===== src/rtl/asic_iopoc_seq.sv =====
// asic_iopoc_seq: power-on-control sequencer holding the pad ring safe while banks ramp up/down in order
module asic_iopoc_seq #(
   parameter int NBANKS      = 4,
   parameter int POC_CYCLES  = 64,
   parameter int GAP_CYCLES  = 8,
   parameter int SYNC_STAGES = 2
) (
   input  logic              clk,
   input  logic              rst,
   input  logic              pwr_good,
   input  logic              off_req,
   output logic              poc,
   output logic [NBANKS-1:0] bank_en,
   output logic              io_ready,
   output logic [2:0]        state
);
   localparam int CW = $clog2((POC_CYCLES > GAP_CYCLES ? POC_CYCLES : GAP_CYCLES) + 1);
   localparam logic [CW-1:0] POC_LAST = CW'(POC_CYCLES - 1);
   localparam logic [CW-1:0] GAP_LAST = CW'(GAP_CYCLES - 1);
   typedef enum logic [2:0] {IDLE = 3'd0, HOLD = 3'd1, RAMP = 3'd2, ON = 3'd3, DOWN = 3'd4} state_t;
   logic [SYNC_STAGES-1:0] r_sync;
   state_t                 r_state, w_state;
   logic [CW-1:0]          r_cnt, w_cnt;
   logic [NBANKS-1:0]      r_bank, w_bank;
   logic                   r_poc, w_poc, r_rdy, w_rdy;
   logic                   w_pg;
   assign w_pg = r_sync[SYNC_STAGES-1];
   always_ff @(posedge clk) begin
      if (rst) begin
         r_sync  <= '0;
         r_state <= IDLE;
         r_cnt   <= '0;
         r_bank  <= '0;
         r_poc   <= 1'b1;
         r_rdy   <= 1'b0;
      end else begin
         r_sync  <= {r_sync[SYNC_STAGES-2:0], pwr_good};
         r_state <= w_state;
         r_cnt   <= w_cnt;
         r_bank  <= w_bank;
         r_poc   <= w_poc;
         r_rdy   <= w_rdy;
      end
   end
   // Outputs are computed alongside the next state so every pad-facing signal leaves a flop.
   always_comb begin
      w_state = r_state;
      w_cnt   = r_cnt;
      w_bank  = r_bank;
      w_poc   = r_poc;
      w_rdy   = r_rdy;
      if (!w_pg && r_state != IDLE) begin
         w_state = IDLE;
         w_cnt   = '0;
         w_bank  = '0;
         w_poc   = 1'b1;
         w_rdy   = 1'b0;
      end else begin
         case (r_state)
            IDLE: begin
               w_cnt = '0;
               if (w_pg && !off_req) w_state = HOLD;
            end
            HOLD: begin
               w_cnt = r_cnt + CW'(1);
               if (r_cnt == POC_LAST) begin
                  w_state = RAMP;
                  w_cnt   = '0;
                  w_bank  = NBANKS'(1);
                  w_poc   = 1'b0;
               end
            end
            RAMP: begin
               w_cnt = r_cnt + CW'(1);
               if (r_cnt == GAP_LAST) begin
                  w_cnt = '0;
                  if (&r_bank) begin
                     w_state = ON;
                     w_rdy   = 1'b1;
                  end else
                     w_bank = (r_bank << 1) | NBANKS'(1);
               end
            end
            ON: begin
               if (off_req) begin
                  w_state = DOWN;
                  w_cnt   = '0;
                  w_bank  = r_bank >> 1;
                  w_rdy   = 1'b0;
               end
            end
            DOWN: begin
               w_cnt = r_cnt + CW'(1);
               if (r_cnt == GAP_LAST) begin
                  w_cnt = '0;
                  if (r_bank == '0) begin
                     w_state = IDLE;
                     w_poc   = 1'b1;
                  end else
                     w_bank = r_bank >> 1;
               end
            end
            default: begin
               w_state = IDLE;
               w_cnt   = '0;
               w_bank  = '0;
               w_poc   = 1'b1;
               w_rdy   = 1'b0;
            end
         endcase
      end
   end
   assign poc      = r_poc;
   assign bank_en  = r_bank;
   assign io_ready = r_rdy;
   assign state    = r_state;
endmodule


===== config.mk =====
export PLATFORM = sky130hd
export DESIGN_NAME = asic_iopoc_seq
export DESIGN_NICKNAME = d
export VERILOG_FILES = /design/src/rtl/asic_iopoc_seq.sv
export SDC_FILE = /design/constraint.sdc
export NUM_CORES = 1
export LEC_CHECK = 0
export CORE_MARGIN = 3
export CORE_UTILIZATION = 38
export DETAILED_ROUTE_END_ITERATION = 8
export HOLD_SLACK_MARGIN = 0.02
export PLACE_DENSITY_LB_ADDON = 0.3
export RECOVER_POWER = 25
export SETUP_SLACK_MARGIN = 0.02
export SKIP_CTS_REPAIR_TIMING = 1
export SLEW_MARGIN = 20
export SYNTH_ARGS = -nofsm -noshare
export SYNTH_HDL_FRONTEND = slang
export SYNTH_SLANG_ARGS = --single-unit

===== constraint.sdc =====
create_clock -name clk -period 1.93 [get_ports clk]
set_clock_uncertainty 0.1 [all_clocks]
set_input_delay 0.386 -clock clk [delete_from_list [all_inputs] [get_ports clk]]
set_output_delay 0.386 -clock clk [all_outputs]
set_load 0.005 [all_outputs]

**Word level (Yosys, flattened, before mapping)**

Cells that the tools add are included.
Widths: inputs -> output; s select.

- Muxes and demuxes: 27
- Eq/ne operators: 15
- Bitwise operators: 3
- Add/sub/neg operators: 1
- Reduce and logical (&&, ||, !) cells: 16

Operators with widths:

| cell | count |
|---|---|
| $mux 4 | 6 |
| $mux 3 | 7 |
| $mux 7 | 3 |
| $pmux 7 s3 | 1 |
| $pmux 4 s5 | 1 |
| $ne 2x2->1 const B | 9 |
| $pmux 3 s5 | 1 |
| $reduce_and 7->1 | 2 |
| $reduce_and 4->1 | 3 |
| $add 7x1->7 const B | 1 |
| $eq 7x3->1 const B | 1 |
| $eq 7x6->1 const B | 1 |
| $eq 3x2->1 const B | 2 |
| $mux 1 | 6 |
| $pmux 1 s3 | 2 |
| $reduce_or 3->1 | 2 |
| $logic_not 4->1 | 1 |
| $reduce_or 2->1 | 2 |
| $eq 3x1->1 const B | 1 |
| $eq 3x3->1 const B | 1 |
| $logic_not 3->1 | 1 |
| $not 1->1 | 3 |
| $reduce_bool 3->1 | 1 |
| $logic_and 1x1->1 | 2 |
| $logic_not 1->1 | 2 |

- Logic and storage cells: 68
- Input port bits: 4
- Bits in registers: 18
- Output and inout bits: 9

**Longest topological paths before layout**

Gate-level depths: netlist (run 1).

- Depth after elaboration: 4
- Gate-level depth with buffers: 7
- Depth with buffers taken out: 6

**Worst setup path before layout (run 1)**

OpenSTA, ideal clock, no wires.

- Path kind: reg-to-reg
- Start point: register r_cnt[4]
- End point: register r_bank[1] (netlist: bank_en[1])
- Required time: 1.760 ns
- Cell stages (with the launch flop): 7
- Arrival time: 1.876 ns
- Path slack: -0.116 ns
- Period minus slack after synthesis: 2.046 ns
- Library setup time: 0.070 ns
- Buffers on the path: 1
- Cells stage by stage: dfxtp_1 > or3_4 > o31a_1 > or3_1 > buf_2 > or3_1 > a21oi_1

- Longest elaborated chain between the ends: 3
- Elaborated cells on any way between the ends: 6
- Those cells by class: eq/ne (5); reduce/logical (1)

Ends and longest elaborated chain:

| element | RTL line | RTL |
|---|---|---|
| start: declaration | 23 | `logic [CW-1:0] r_cnt, w_cnt;` |
| start signal: assignment | 39 | `r_cnt <= w_cnt;` |
| $eq 7x3->1 or $eq 7x6->1 (tied branches) | 75, 94, 66 |  |
| $ne 2x2->1 (no source line) | -- |  |
| $reduce_and 7->1 (no source line) (*) | -- |  |
| end signal: assignment | 40 | `r_bank <= w_bank;` |
| end: declaration | 24 | `logic [NBANKS-1:0] r_bank, w_bank;` |

Every way passes the cells marked *; elsewhere a longest branch is shown, timed or not.
A chain may end at the register's enable or synchronous reset.

**Worst setup path after layout (run 1)**

- Start point: register r_cnt[5]
- End point: register r_bank[2] (netlist: bank_en[2])

Same word-level chain as after synthesis.

==> results.sh, run 1 <==
export IMPL_setup_worst_path_start_class="flip-flop"
export IMPL_cpMostUsedCell="sky130_fd_sc_hd__or3_4"
export IMPL_drt_iter0_drc=46
export IMPL_cts_made_buffers=3
export IMPL_ys_warnings_count=0
export IMPL_final_power_uw=828
export IMPL_port_buffers=12
export IMPL_detail_route_wl_per_cell_um=13.7
export IMPL_drv_max_cap_violation_count=0
export IMPL_critical_path_cell_list="or3_4 -> o31a_1 -> or3_4 -> or3_1 -> a21oi_1"
export IMPL_worstHoldPathCells=1
export IMPL_ctsHtreeMaxLevel=1
export IMPL_placement_cell_area_mm2=0.00126
export IMPL_cts_tree="done"
export IMPL_met1_length_um=1120
export IMPL_finalSetupViolCount=3
export IMPL_met2_wirelength_um=1180
export IMPL_critPathCaptureType="flip-flop"
export IMPL_core_area_mm2=0.00234
export IMPL_cts_root_to_sink_buffers=2
export IMPL_antenna_found_initial=0
export IMPL_globalRouteTotalUtil=0.151
export IMPL_placed_cells=175
export IMPL_netlist_area_leader_share=0.364
export IMPL_instances_no_fill=179
export IMPL_place_worst_setup_slack_ns=-0.118
export IMPL_route_final_wire_length_um=2450
export IMPL_postSynthRegisterBits=18
export IMPL_route_vias_total=1002
export IMPL_finalMaxSlewViolations=0
export IMPL_synthToLayoutAreaGrowth_pct=33.8
export IMPL_synth_commonest_cells="sky130_fd_sc_hd__dfxtp_1 (18), sky130_fd_sc_hd__nor2_1 (18), sky130_fd_sc_hd__nand2_1 (9)"
export IMPL_globalplace_congestion=0.830
export IMPL_avgViaCountPerCell=5.60
export IMPL_ys_top_cells_by_area="sky130_fd_sc_hd__dfxtp_1 (36%), sky130_fd_sc_hd__nor2_1 (6.8%), sky130_fd_sc_hd__nand2_1 (3.4%)"
export IMPL_syn_area_um2=991
export IMPL_finalHoldViolCount=0
export IMPL_req_time_crit_path_ns=2.07
export IMPL_proportion_of_synthesized_chip_area_in_sequential_cells=0.364
export IMPL_cts_root_buf="sky130_fd_sc_hd__clkbuf_4"
export IMPL_core_rowCount=17
export IMPL_worst_ep_arrival_time_ns=2.13
export IMPL_slew_headroom=0.657
export IMPL_final_net_count=157
export IMPL_initial_core_util=0.424
export IMPL_drt_pass1_iter_count=6
export IMPL_path_max_fanout=7
export IMPL_num_io_pins=13
export IMPL_grt_pass1_vias=908
export IMPL_slowest_delay_ns=0.38
export IMPL_antenna_left=0
export IMPL_synthesis_nets=129
export IMPL_clock_latency_ns=0.30
export IMPL_synth_main_ff_cell="sky130_fd_sc_hd__dfxtp_1"
export IMPL_synth_edf_count=0
export IMPL_antenna_diode_count=0
export IMPL_layout_setup_ws_ns=-0.0552
export IMPL_met3RoutedLength_um=131
export IMPL_violations="negative setup slack"
export IMPL_async_reset_ff_frac=0
export IMPL_synth_cell_type_count=42
export IMPL_largest_net_degree_at_the_start_of_global_routing=12
export IMPL_critical_path_top_delay_family="simple AND/OR/NAND/NOR gates"
export IMPL_standard_cell_with_the_maximum_stage_delay_on_the_critical_path="sky130_fd_sc_hd__or3_4"
export IMPL_leakage_power_nw=0.511
export IMPL_buffers_inverters_on_critical_path=0
export IMPL_worst_pin_slew_ns=0.510
export IMPL_avgSynthCellArea_um2=7.99
export IMPL_grt_setup_unrepaired="true"
export IMPL_grt_first_pass_wirelength_um=3950
export IMPL_floorplan_die_area_mm2=0.00326
export IMPL_worstSetupPathDepth=5
export IMPL_synthCells=124
export IMPL_timing_final_crit_share=1.03
export IMPL_post_route_drc_count=0
export IMPL_peak_supply_drop_v=0.000692
export IMPL_critPathKind="flip-flop to flip-flop"
export IMPL_dpl_hpwl_um=1790
export IMPL_synthDominantAreaCellType="sky130_fd_sc_hd__dfxtp_1"
export IMPL_max_freq_mhz=504
export IMPL_worst_setup_hold_path_clk_slew_ns=0.11
export IMPL_clock_sinks=18
export IMPL_uppermost_signal_routing_layer_after_detailed_routing="met4"
export IMPL_die_w_um=57.1
export IMPL_grt_overflow=0
export IMPL_period_needed_ns=1.99
export IMPL_floorplan_die_height_um=57.1
export IMPL_r2r_worst_path_cells=5
export IMPL_pwr_density_cell_mw_per_mm2=624
export IMPL_hold_path_class="flip-flop to flip-flop"
export IMPL_layout_cell_area_non_filler_mm2=0.00133
export IMPL_drive_above_1_share=0.245
export IMPL_status="complete, but fails checks"
## cell type report
class | count | area, um^2
clock buffers | 4 | 36.3
repair buffers | 30 | 255
fillers | 216 | 1010
well taps | 28 | 35.0
inverters | 3 | 11.3
flip-flops and latches | 18 | 367
multi-input cells | 96 | 622
## power breakdown
| part | switching (mW) | internal [mW] |
|---|---|---|
| Clock | 0.125 | 0.115 |
| Combinational | 0.104 | 0.0889 |
| Sequential | 0.0134 | 0.382 |
## layout by cell type, fill, tap and decap left out, types with 5 or more instances in the layout
cell and n:
sky130_fd_sc_hd__nand3_1 5, sky130_fd_sc_hd__nor2b_1 5, sky130_fd_sc_hd__o21ai_0 5, sky130_fd_sc_hd__a21oi_1 6
sky130_fd_sc_hd__clkdlybuf4s50_1 11, sky130_fd_sc_hd__nand2_1 9, sky130_fd_sc_hd__buf_4 18, sky130_fd_sc_hd__nor2_1 17
sky130_fd_sc_hd__dfxtp_2 5, sky130_fd_sc_hd__dfxtp_1 13
## logic make-up (layout without fill, tap and decap cells)
| group | after synthesis | after routing | synth area share |
|---|---|---|---|
| and+or+nand+nor | 58 | 58 | 0.303 |
| AOI/OAI and AO/OA | 28 | 28 | 0.194 |
| DFF | 18 | 18 | 0.364 |
| buffers and inverters | 10 | 37 | 0.0417 |
| xor gates and xnor gates | 6 | 6 | 0.0530 |
| muxes | 3 | 3 | 0.0316 |
| adders and majority gates | 1 | 1 | 0.0126 |
## worst paths after layout
check / start / to / slack (ns)
min: r_sync[0]$_SDFF_PP0_ / r_sync[1]$_SDFF_PP0_ / 0.36
max reg2reg: r_cnt[5]$_SDFFE_PP0N_ / bank_en[2]$_SDFFE_PP0P_ / -0.06
max: r_cnt[5]$_SDFFE_PP0N_ / bank_en[2]$_SDFFE_PP0P_ / -0.06
min reg2reg: r_sync[0]$_SDFF_PP0_ / r_sync[1]$_SDFF_PP0_ / 0.36
## metal layers
metal,vias up,GRT usage
li1,501,-
met1,470,0.201
met2,29,0.243
met3,2,0.0407
met4,0,0.0364
met5,-,0
## registers in the layout (all words and copies together), names as in the netlist
name / count
poc: 1
r_cnt: 7
r_sync: 2
bank_en: 4
state: 3
io_ready: 1
## worst reg2reg max path: cells and delay by family (launching register included)
kind             cells  cell delay, ns
AO/OA/AOI/OAI        2            0.43
flip-flops           1            0.33
AND/OR/NAND/NOR      3            1.07
## through the flow
stage	util	hold slack [ns]	setup TNS, ns
after CTS	0.553	0.359	-0.265
after global routing	0.567	0.371	-1.20
after detailed placement	0.537	0.341	-1.16
final	0.567	0.356	-0.119
after global placement	0.537	0.320	-0.470
after floorplan	-	0.314	-0.0458
No activity file was read; power rests on OpenSTA's default activity.
==> run 2: changes to the inputs <==
--- a/config.mk
+++ b/config.mk
@@ -5,8 +5,10 @@
 export SDC_FILE = /design/constraint.sdc
 export NUM_CORES = 1
 export LEC_CHECK = 0
+export CELL_PAD_IN_SITES_DETAIL_PLACEMENT = 1
+export CELL_PAD_IN_SITES_GLOBAL_PLACEMENT = 1
 export CORE_MARGIN = 3
-export CORE_UTILIZATION = 38
+export CORE_UTILIZATION = 35
 export DETAILED_ROUTE_END_ITERATION = 8
 export HOLD_SLACK_MARGIN = 0.02
 export PLACE_DENSITY_LB_ADDON = 0.3
==> results.sh, run 2 (synthesized netlist as in run 1, its figures left out) <==
export IMPL_slowest_delay_ns=0.40
export IMPL_antenna_left=0
export IMPL_drive_above_1_share=0.276
export IMPL_placed_cells=176
export IMPL_hold_path_class="flip-flop to flip-flop"
export IMPL_flip_flop_count_of_the_largest_register_after_layout=7
export IMPL_worst_pin_slew_ns=0.506
export IMPL_floorplan_die_area_mm2=0.00351
export IMPL_port_buffers=12
export IMPL_cts_root_buf="sky130_fd_sc_hd__clkbuf_4"
export IMPL_avgViaCountPerCell=5.67
export IMPL_route_final_wire_length_um=3060
export IMPL_fillCellCount=311
export IMPL_regMostFlops="r_cnt"
export IMPL_instances_no_fill=182
export IMPL_antenna_diode_count=0
export IMPL_cts_root_to_sink_buffers=2
export IMPL_detail_route_wl_per_cell_um=16.8
export IMPL_grt_overflow=0
export IMPL_initial_core_util=0.383
export IMPL_largest_net_degree_at_the_start_of_global_routing=13
export IMPL_buffers_inverters_on_critical_path=1
export IMPL_clock_sinks=18
export IMPL_dpl_hpwl_um=2110
export IMPL_die_w_um=59.2
export IMPL_r2r_slack_ns=-0.13
export IMPL_max_freq_mhz=486
export IMPL_ctsHtreeMaxLevel=1
export IMPL_worst_ep_arrival_time_ns=2.21
export IMPL_finalSetupViolCount=5
export IMPL_req_time_crit_path_ns=2.08
export IMPL_setup_worst_path_start_class="flip-flop"
export IMPL_violations="negative setup slack"
export IMPL_grt_pass1_vias=1012
export IMPL_peak_supply_drop_v=0.000549
export IMPL_drv_max_cap_violation_count=0
export IMPL_most_common_layout_cells="sky130_fd_sc_hd__nor2_1 (17), sky130_fd_sc_hd__buf_4 (17), sky130_fd_sc_hd__dfxtp_1 (12)"
export IMPL_grt_first_pass_wirelength_um=4780
export IMPL_worst_setup_hold_path_clk_slew_ns=0.11
export IMPL_finalMaxSlewViolations=0
export IMPL_num_io_pins=13
export IMPL_place_worst_setup_slack_ns=-0.214
export IMPL_layout_setup_ws_ns=-0.127
export IMPL_globalplace_congestion=0.872
export IMPL_slew_headroom=0.660
export IMPL_pwr_density_cell_mw_per_mm2=633
export IMPL_hold_worst_slack_ns=0.354
export IMPL_clock_latency_ns=0.30
export IMPL_period_needed_ns=2.06
export IMPL_critPathKind="flip-flop to flip-flop"
export IMPL_cts_made_buffers=3
export IMPL_core_area_mm2=0.00259
export IMPL_critical_path_cell_list="or3_4 -> buf_6 -> or2_2 -> a211o_1 -> nor4_2 -> o21a_1"
export IMPL_core_rowCount=18
export IMPL_post_route_drc_count=0
export IMPL_drt_iter0_drc=35
export IMPL_standard_cell_with_the_maximum_stage_delay_on_the_critical_path="sky130_fd_sc_hd__or3_4"
export IMPL_finalHoldViolCount=0
export IMPL_cts_tree="done"
export IMPL_floorplan_die_height_um=59.2
export IMPL_synthToLayoutAreaGrowth_pct=37.4
export IMPL_path_max_fanout=3
export IMPL_critical_path_top_delay_family="simple AND/OR/NAND/NOR gates"
export IMPL_final_net_count=158
export IMPL_grt_setup_unrepaired="true"
export IMPL_antenna_found_initial=0
export IMPL_globalRouteTotalUtil=0.181
export IMPL_route_vias_total=1032
export IMPL_critPathCaptureType="flip-flop"
export IMPL_leakage_power_nw=0.521
export IMPL_status="complete, but fails checks"
export IMPL_timing_final_crit_share=1.07
export IMPL_drt_pass1_iter_count=4
==> run 2: cell count changes in the layout (fill, tap and decap cells not counted) <==
cell / change
sky130_fd_sc_hd__nand2_2: +1
sky130_fd_sc_hd__buf_4: -1
sky130_fd_sc_hd__or3_1: -1
sky130_fd_sc_hd__or3_4: +1
sky130_fd_sc_hd__buf_6: +2
sky130_fd_sc_hd__a21oi_2: +1
sky130_fd_sc_hd__dfxtp_4: +2
sky130_fd_sc_hd__nand2_1: -1
sky130_fd_sc_hd__dfxtp_1: -1
sky130_fd_sc_hd__dfxtp_2: -1
sky130_fd_sc_hd__a21oi_1: -1
==> run 2: path summary, 6_finish.rpt <==
| path | startpoint | cells after the start | endpoint |
|---|---|---|---|
| worst min register to register | r_sync[0]$_SDFF_PP0_ | 1 | r_sync[1]$_SDFF_PP0_ |
| worst max register to register | r_cnt[5]$_SDFFE_PP0N_ | 6 | state[0]$_SDFFE_PP0P_ |
| worst min-delay path | r_sync[0]$_SDFF_PP0_ | 1 | r_sync[1]$_SDFF_PP0_ |
| worst max-delay path | r_cnt[5]$_SDFFE_PP0N_ | 6 | state[0]$_SDFFE_PP0P_ |
==> run 2: layout make-up <==
class	count	area, um^2	share of cell area
Multi-Input combinational cell	96	633	0.465
Timing Repair Buffer	31	270	0.199
Inverter	3	11.3	0.00827
Tap cell	30	37.5	0.0276
Clock buffer	4	36.3	0.0267
Sequential cell	18	373	0.274
==> run 2: worst reg2reg max path: cells and delay by family (launching register included) <==
family	cells	cell delay, ns
AND/OR/NAND/NOR	3	0.96
flip-flops	1	0.34
AO/OA/AOI/OAI	2	0.47
buffers and inverters	1	0.13
==> run 2: stage by stage <==
step,area (um^2),total power [mW],setup TNS [ns],utilization
global route,1360,0.908,-0.977,0.526
finish,1360,0.861,-0.369,0.526
floorplan,997,0.516,-0.0458,-
CTS,1290,0.826,-0.673,0.498
global placement,1250,0.579,-1.19,0.484
detailed placement,1250,0.585,-2.02,0.484
==> run 2: layer usage <==
metal	vias to the layer above	routed length [um]	GRT usage
met5	-	0	0
met4	0	44	0.0712
met3	6	119	0.0240
met2	24	1490	0.279
met1	502	1410	0.252
li1	500	-	-
==> run 2: where the power goes <==
group / internal, mW / leakage, nW / switching, mW / total [mW]
Clock: 0.115 / 0.0210 / 0.132 / 0.247
Combinational: 0.0976 / 0.351 / 0.121 / 0.218
Sequential: 0.382 / 0.149 / 0.0132 / 0.396
Total: 0.595 / 0.521 / 0.266 / 0.861
==> run 3: changes to the inputs <==
--- a/config.mk
+++ b/config.mk
@@ -15,7 +15,6 @@
 export RECOVER_POWER = 25
 export SETUP_SLACK_MARGIN = 0.02
 export SKIP_CTS_REPAIR_TIMING = 1
-export SLEW_MARGIN = 20
 export SYNTH_ARGS = -nofsm -noshare
 export SYNTH_HDL_FRONTEND = slang
 export SYNTH_SLANG_ARGS = --single-unit
==> results of run 3 <==
Same layout as run 2: the final DEF is identical, and so are final timing and power.
